<file path="config.mk">
export PLATFORM = sky130hd
export DESIGN_NAME = alu_iter
export DESIGN_NICKNAME = d
export VERILOG_FILES = /design/src/rtl/alu_iter.sv
export SDC_FILE = /design/constraint.sdc
export NUM_CORES = 1
export LEC_CHECK = 0
export CORE_MARGIN = 10
export CORE_UTILIZATION = 50
export DETAILED_ROUTE_END_ITERATION = 7
export PLACE_DENSITY = 0.8
export SLEW_MARGIN = 20
export SYNTH_ARGS = -nofsm -noshare
export SYNTH_HDL_FRONTEND = slang
export SYNTH_SLANG_ARGS = --single-unit
</file>
<file path="constraint.sdc">
create_clock -name CLK -period 5.2 [get_ports CLK]
set_clock_uncertainty 0.1 [all_clocks]
set_input_delay 1.04 -clock CLK [delete_from_list [all_inputs] [get_ports CLK]]
set_output_delay 1.04 -clock CLK [all_outputs]
set_load 0.005 [all_outputs]
</file>
<file path="src/rtl/alu_iter.sv">
// rtl/alu_iter.sv - registered execute-stage ALU with optional iterative MUL/DIVU/REMU unit
//
// Optional feature macro: ALU_MULDIV_EN (builds the iterative multiply/divide datapath).
//
// Ports:
//   CLK        in   rising-edge clock
//   RST        in   synchronous active-high reset
//   IN_VALID   in   operation presented
//   IN_READY   out  operation can be accepted (state IDLE)
//   FLUSH      in   abort accepted / in-flight operation
//   ALUOP      in   4-bit opcode
//   SRC1       in   operand A
//   SRC2       in   operand B
//   OUT_VALID  out  one-cycle pulse marking a new ALUOUT
//   ALUOUT     out  result register
//   BUSY       out  iterative operation in progress
module alu_iter #(
    parameter int WIDTH = 32,
    parameter int SHW   = $clog2(WIDTH)
) (
    input  logic             CLK,
    input  logic             RST,
    input  logic             IN_VALID,
    output logic             IN_READY,
    input  logic             FLUSH,
    input  logic [3:0]       ALUOP,
    input  logic [WIDTH-1:0] SRC1,
    input  logic [WIDTH-1:0] SRC2,
    output logic             OUT_VALID,
    output logic [WIDTH-1:0] ALUOUT,
    output logic             BUSY
);

    // Captured operands/opcode. For iterative ops reg_a doubles as the
    // multiplicand (MUL) or the dividend-shifting-into-quotient (DIVU/REMU),
    // and reg_b as the multiplier or divisor.
    logic [WIDTH-1:0] reg_a;
    logic [WIDTH-1:0] reg_b;
    logic [3:0]       op_q;
    logic             pend;      // single-cycle op captured, result due next edge
    logic             accept;
    logic [WIDTH-1:0] simple_res;
    logic [SHW-1:0]   sh;
    logic [2*WIDTH-1:0] rot_wide;

    assign accept   = IN_VALID && IN_READY && !FLUSH;
    assign sh       = reg_b[SHW-1:0];
    // Rotating a doubled copy gives rotate-right without a special case for sh=0.
    assign rot_wide = {reg_a, reg_a} >> sh;

    always_comb begin
        simple_res = '0;
        case (op_q)
            4'd1:    simple_res = reg_a + reg_b;
            4'd2:    simple_res = reg_a - reg_b;
            4'd3:    simple_res = -reg_b;
            4'd4:    simple_res = ~reg_b;
            4'd5:    simple_res = reg_a & reg_b;
            4'd6:    simple_res = reg_a | reg_b;
            4'd7:    simple_res = reg_a ^ reg_b;
            4'd8:    simple_res = reg_a >> sh;
            4'd9:    simple_res = $signed(reg_a) >>> sh;
            4'd10:   simple_res = reg_a << sh;
            4'd11:   simple_res = rot_wide[WIDTH-1:0];
            4'd12:   simple_res = reg_b;
            default: simple_res = '0;   // 0, and 13-15 when the iterative unit is absent
        endcase
    end

`ifdef ALU_MULDIV_EN
    typedef enum logic {S_IDLE, S_BUSY} state_t;

    state_t           state;
    logic [SHW-1:0]   count;
    logic [WIDTH-1:0] acc;       // product (MUL) or partial remainder (DIVU/REMU)

    logic [WIDTH-1:0] mul_next;
    logic [WIDTH:0]   div_trial;
    logic [WIDTH:0]   div_diff;
    logic             div_ge;
    logic [WIDTH-1:0] rem_next;
    logic [WIDTH-1:0] quo_next;

    assign IN_READY = (state == S_IDLE);
    assign BUSY     = (state == S_BUSY);

    // One restoring-division step: shift the next dividend bit into the
    // remainder and subtract the divisor if it fits. A zero divisor always
    // "fits", which yields an all-ones quotient and remainder == dividend.
    assign mul_next  = acc + (reg_b[0] ? reg_a : '0);
    assign div_trial = {acc, reg_a[WIDTH-1]};
    assign div_diff  = div_trial - {1'b0, reg_b};
    assign div_ge    = (div_trial >= {1'b0, reg_b});
    assign rem_next  = div_ge ? div_diff[WIDTH-1:0] : div_trial[WIDTH-1:0];
    assign quo_next  = {reg_a[WIDTH-2:0], div_ge};

    always_ff @(posedge CLK) begin
        if (RST) begin
            state     <= S_IDLE;
            count     <= '0;
            acc       <= '0;
            reg_a     <= '0;
            reg_b     <= '0;
            op_q      <= '0;
            pend      <= 1'b0;
            ALUOUT    <= '0;
            OUT_VALID <= 1'b0;
        end else begin
            OUT_VALID <= 1'b0;
            if (pend && !FLUSH) begin
                ALUOUT    <= simple_res;
                OUT_VALID <= 1'b1;
            end
            pend <= accept && (ALUOP < 4'd13);

            if (FLUSH) begin
                state <= S_IDLE;
                count <= '0;
            end else if (state == S_BUSY) begin
                count <= count + 1'b1;
                if (op_q[1:0] == 2'b01) begin
                    acc   <= mul_next;
                    reg_a <= reg_a << 1;
                    reg_b <= reg_b >> 1;
                end else begin
                    acc   <= rem_next;
                    reg_a <= quo_next;
                end
                if (count == SHW'(WIDTH - 1)) begin
                    state     <= S_IDLE;
                    OUT_VALID <= 1'b1;
                    case (op_q[1:0])
                        2'b01:   ALUOUT <= mul_next;
                        2'b10:   ALUOUT <= quo_next;
                        default: ALUOUT <= rem_next;
                    endcase
                end
            end else if (accept) begin
                reg_a <= SRC1;
                reg_b <= SRC2;
                op_q  <= ALUOP;
                if (ALUOP >= 4'd13) begin
                    acc   <= '0;
                    count <= '0;
                    state <= S_BUSY;
                end
            end
        end
    end
`else
    assign IN_READY = 1'b1;
    assign BUSY     = 1'b0;

    always_ff @(posedge CLK) begin
        if (RST) begin
            reg_a     <= '0;
            reg_b     <= '0;
            op_q      <= '0;
            pend      <= 1'b0;
            ALUOUT    <= '0;
            OUT_VALID <= 1'b0;
        end else begin
            OUT_VALID <= 1'b0;
            if (pend && !FLUSH) begin
                ALUOUT    <= simple_res;
                OUT_VALID <= 1'b1;
            end
            pend <= accept;
            if (accept) begin
                reg_a <= SRC1;
                reg_b <= SRC2;
                op_q  <= ALUOP;
            end
        end
    end
`endif

endmodule

</file>
Word-level counts from Yosys, hierarchy flattened --
Index checks and enable logic that the tools add are counted.
Word-level totals: input bits 72, bits in registers 102, logic and storage cells 34
Operators by class: multiplexer cells 2, bitwise gates (word level) 4, shifts and indexed selects 4, $add $sub $neg 3, reductions and logical operators 3, eq/ne operators 12
Operators with widths (count):
- case mux 32 bit (12 select lines) | 1
- right shift 64 x 5 -> 32 bit | 1
- adder 32 bit | 1
- bitwise AND 32 bit | 1
- negator 32 bit | 1
- NOT 32 bit | 1
- OR 32 bit | 1
- left shift 32 x 5 -> 32 bit | 1
- right shift 32 x 5 -> 32 bit | 1
- >>> shifter 32 x 5 -> 32 bit | 1
- subtractor 32 bit | 1
- bitwise XOR 32 bit | 1
- equality test 4 bit, second input constant | 5
- equality test 4 x 3 -> 1 bit, second input constant | 4
- equality test 4 x 2 -> 1 bit, second input constant | 2
- equality test 4 x 1 -> 1 bit, second input constant | 1
- logical AND 1 bit | 2
- logical NOT 1 bit | 1
- 2-to-1 mux 1 bit | 1

Longest topological paths before layout --
word-level depth 3, mapped depth 17, depth with buffers taken out 15

Worst setup path before layout --
No wires, ideal clock.
kind register -> register, start register op_q[0], end register ALUOUT[28], clock period less this slack 3.779 ns, setup slack 1.421 ns, data arrival time 3.584 ns, cell stages (with the launch flop) 18, buffers on the path 5, cell sequence dfxtp_1 clkbuf_1 clkbuf_1 and3_1 clkbuf_1 clkbuf_1 nor2_1 ha_1 clkbuf_1 a21o_1 a21o_1 a21oi_1 o21ai_0 a21oi_1 a21boi_0 xnor2_1 a21oi_1 a221oi_1
Between the ends: word-level cells in the longest chain between the ends 2, elaborated cells between the ends (all ways) 13, classes of those cells eq/ne (12); mux (1)
RTL lines:
- start: declaration | RTL line 39 | logic [3:0] op_q;
- start signal: assignment | RTL line 158 | op_q <= '0;
- start signal: assignment | RTL line 172 | op_q <= ALUOP;
- equality test 4 bit (tied with other cells) | RTL line 53 | case (op_q)
- case mux 32 bit (12 select lines) * | RTL line 53
- end signal: assignment | RTL line 165 | ALUOUT <= simple_res;
- end: declaration | RTL line 30 | output logic [WIDTH-1:0] ALUOUT,
Every way passes the cells marked *; elsewhere a longest branch is shown, timed or not. A chain may end at the register's enable or synchronous reset.

Final worst setup path --
start register op_q[2], end register ALUOUT[9]
The elaborated chain is that of the path after synthesis.

==> impl_metrics.csv <==
group,metric,value,unit
outcome,outcome,"finished clean",
logic_synthesis,async_flop_share,0,
min_path,min-delay-start,"ALUOUT[13]$_SDFFE_PP0P_",
timing,worst_hold_slack,0.3565,ns
global_route,grt_pass1_wl,101.2,mm
power_and_ir_drop,p_leak,5.826,nW
layout,fin_nets,2184,
min_path,hp-class,"register to register",
timing,min_period,4.347,ns
logic_synthesis,syn-num-nets,2205,
logic_synthesis,synthFlopType,"dfxtp_1",
critical_path,end_kind,"register",
timing,max_slew_margin,0.3036,
power_and_ir_drop,pwr-share-comb,0.403,
logic_synthesis,yosysSeqAreaShare,0.1429,
clocking,cts_resized,0,
clocking,tritoncts,"done",
placed_design,port_buffers,104,
logic_synthesis,synth_area,14290,sq um
clocking,cts.clk_slew.worst_paths,0.09,ns
die,design.die.area,35730,sq um
detailed_routing,drtAntennaViolNets,0,
timing,tightest_slew,1.043,ns
clocking,postCtsSetupBuffers,0,
layout,layout_common_cells,"349 x nand2_1, 229 x a21oi_1, 176 x nor2_1",
min_path,worstHoldPathCells,2,
detailed_routing,via_per_inst,6.925,
timing,fin_tns_setup,0,ns
clocking,clock_sinks,102,
critical_path,r2r_cells,13,
detailed_routing,drc,0,
critical_path,reg2reg_setup_slack,0.85,ns
critical_path,cp_slowest_cell,"a2111oi_0",
critical_path,path_cells,"nor2_1 > and3_1 > nor2_1 > ha_1 > a21oi_1 > nor3b_1 > nand2_1 > a31oi_1 > o21bai_1 > a21oi_1 > xnor2_1 > a2111oi_0 > o21ai_0",
global_route,grt_use_total,0.3699,
layout,fin_util,0.5580,
timing,timing.fmax,230.0,MHz
clocking,cts.path.max_buffers,2,
power_and_ir_drop,power_frac_clock,0.284,
detailed_routing,avgRoutedWirePerCell,28.65,um
logic_synthesis,yosysUniqueCellTypes,91,
detailed_routing,drt_iter0_drc,2618,
critical_path,crit_fanout,10,
timing,finalSetupViolations,0,
clocking,clk_root_buffer_cell,"clkbuf_16",
logic_synthesis,synth_seq_cells,102,
die,row_count,61,
timing,post-route-period-util,0.8360,
global_route,grt_pass1_vias,15350,
global_route,grt_max_degree,84,
power_and_ir_drop,p_sw,1.183,mW
layout,n_fill_cell,2766,
logic_synthesis,synth_area_per_cell,7.048,sq um
layout,final_common_cell,"nand2_1",
critical_path,critPathMaxStageDelay,0.77,ns
clocking,hold_buffers,0,
critical_path,start_kind,"register",
die,start_util,0.5100,
critical_path,crit_required,5.35,ns
min_path,min_to,"ALUOUT[13]$_SDFFE_PP0P_",
critical_path,critPathArrivalTime,4.50,ns
timing,rsz0062_at_grt,"no",
placed_design,dp_hpwl,52.53,mm
power_and_ir_drop,internal_power,1.619,mW
critical_path,reg2reg_to,"ALUOUT[9]$_SDFFE_PP0P_",
logic_synthesis,synth-edff-count,0,
die,die_h,189.0,um
flow_run,cap_viol_max_count,0,
die,die_w,189.0,um
detailed_routing,dr.pass1.iters,7,
power_and_ir_drop,sequentialPowerShare,0.312,
detailed_routing,num_vias,16560,
layout,drive_gt1_frac,0.08006,
critical_path,r2r_start,"op_q[2]$_SDFFE_PP0P_",
clocking,insertion_delay,0.40,ns
timing,drv_slew,0,
logic_synthesis,yosysWarnings,0,
power_and_ir_drop,finalPower,2.802,mW
timing,final-hold-violation-count,0,
power_and_ir_drop,power_density,179.3,nW/um^2
layout,synthToLayoutAreaGrowth,9.397,%
detailed_routing,routed_wirelength,68.49,mm
clocking,cts_buffers,9,
critical_path,critPathKind,"register to register",
power_and_ir_drop,p_sw_frac,0.4221,
global_route,overflow,0,
global_route,grt_antenna_before_repair,0,
die,io_pins,107,
clocking,htreeDepth,3,
placed_design,place_congestion,1.098,
die,core,28010,sq um
power_and_ir_drop,peakVddDrop,0.2683,mV
logic_synthesis,syn_inst,2027,
[metal layers]
layer | track usage | vias up | part of all wire
li1 | - | 7313 | -
met1 | 0.4724 | 7835 | 0.39
met2 | 0.5532 | 1180 | 0.42
met3 | 0.09078 | 229 | 0.12
met4 | 0.2216 | 0 | 0.067
met5 | 0 | - | 0
[per-stage QoR]
step / cell area, sq um / worst slack [ns] / cells
5_1_grt: 15620 / 0.5933 / 2389
4_1_cts: 15620 / 0.9417 / 2389
3_3_place_gp: 15300 / 1.086 / 2373
6_report: 15630 / 0.8529 / 2391
2_1_floorplan: 14290 / 1.421 / 2027
3_5_place_dp: 15300 / 0.9585 / 2373
[power groups by stage]
stage / clock, mW / sequential (mW) / combinational, mW
6_report: 0.796 / 0.875 / 1.13
5_1_grt: 0.830 / 0.878 / 1.20
4_1_cts: 0.803 / 0.871 / 1.09
3_5_place_dp: 0 / 0.890 / 1.08
3_3_place_gp: 0 / 0.887 / 1.07
2_1_floorplan: 0 / 0.845 / 0.767
[kinds of logic (layout without fill, tap and decap cells)]
group                    count (synthesis)  after routing  share of synthesized area
buffers and inverters                  263            247                    0.08504
multiplexers                           131            131                     0.1301
other                                    2              4                  0.0005257
AO/OA/AOI/OAI                          689            689                     0.3120
XOR/XNOR                                50             50                    0.03065
AND/OR/NAND/NOR                        684            684                     0.2049
flip-flops                             102            102                     0.1429
adder cells (fa/ha/maj)                106            106                    0.09389
[worst max-delay path: cells and delay by family, from the launching register on]
family	cells	cell delay [ns]
compound gates	6	1.78
simple gates	5	1.55
xor+xnor	1	0.11
fa+ha+maj	1	0.33
flops	1	0.32
[Yosys cell counts, drive strengths merged (64+ instances only)]
master | number | area (sq um)
a21oi | 229 | 1146
buf | 81 | 529.3
clkbuf | 104 | 392.9
dfxtp | 102 | 2042
ha | 104 | 1301
inv | 78 | 292.8
mux2i | 64 | 656.9
nand2 | 349 | 1310
nor2 | 177 | 664.4
o21ai | 144 | 720.7
[registers in the layout (all words and copies together) (netlist names)]
register and cells:
ALUOUT 32, reg_b 32, OUT_VALID 1, pend 1
reg_a 32, op_q 4
[worst max-delay path by stage]
stage / from / endpoint / slack (ns) / cells after the start
6_report: op_q[2]$_SDFFE_PP0P_ / ALUOUT[9]$_SDFFE_PP0P_ / 0.85 / 13
5_1_grt: op_q[2]$_SDFFE_PP0P_ / ALUOUT[9]$_SDFFE_PP0P_ / 0.59 / 13
3_3_place_gp: op_q[2]$_SDFFE_PP0P_ / ALUOUT[9]$_SDFFE_PP0P_ / 1.09 / 13
3_5_place_dp: op_q[2]$_SDFFE_PP0P_ / ALUOUT[9]$_SDFFE_PP0P_ / 0.96 / 13
2_1_floorplan: op_q[0]$_SDFFE_PP0P_ / ALUOUT[28]$_SDFFE_PP0P_ / 1.42 / 17
4_1_cts: op_q[2]$_SDFFE_PP0P_ / ALUOUT[9]$_SDFFE_PP0P_ / 0.94 / 13
[final cells by class]
cell class	instances	area (sq um)	share of cell area
timing repair buffer	153	1431	0.09159
clock buffer	9	225.2	0.01441
sequential	102	2052	0.1313
tap	378	473.0	0.03026
inverter	78	292.8	0.01873
multi-input combinational	1662	11050	0.7071
antenna	2	5.005	0.0003202
clock inverter	7	97.59	0.006245
No activity file was read; power rests on OpenSTA's default activity.
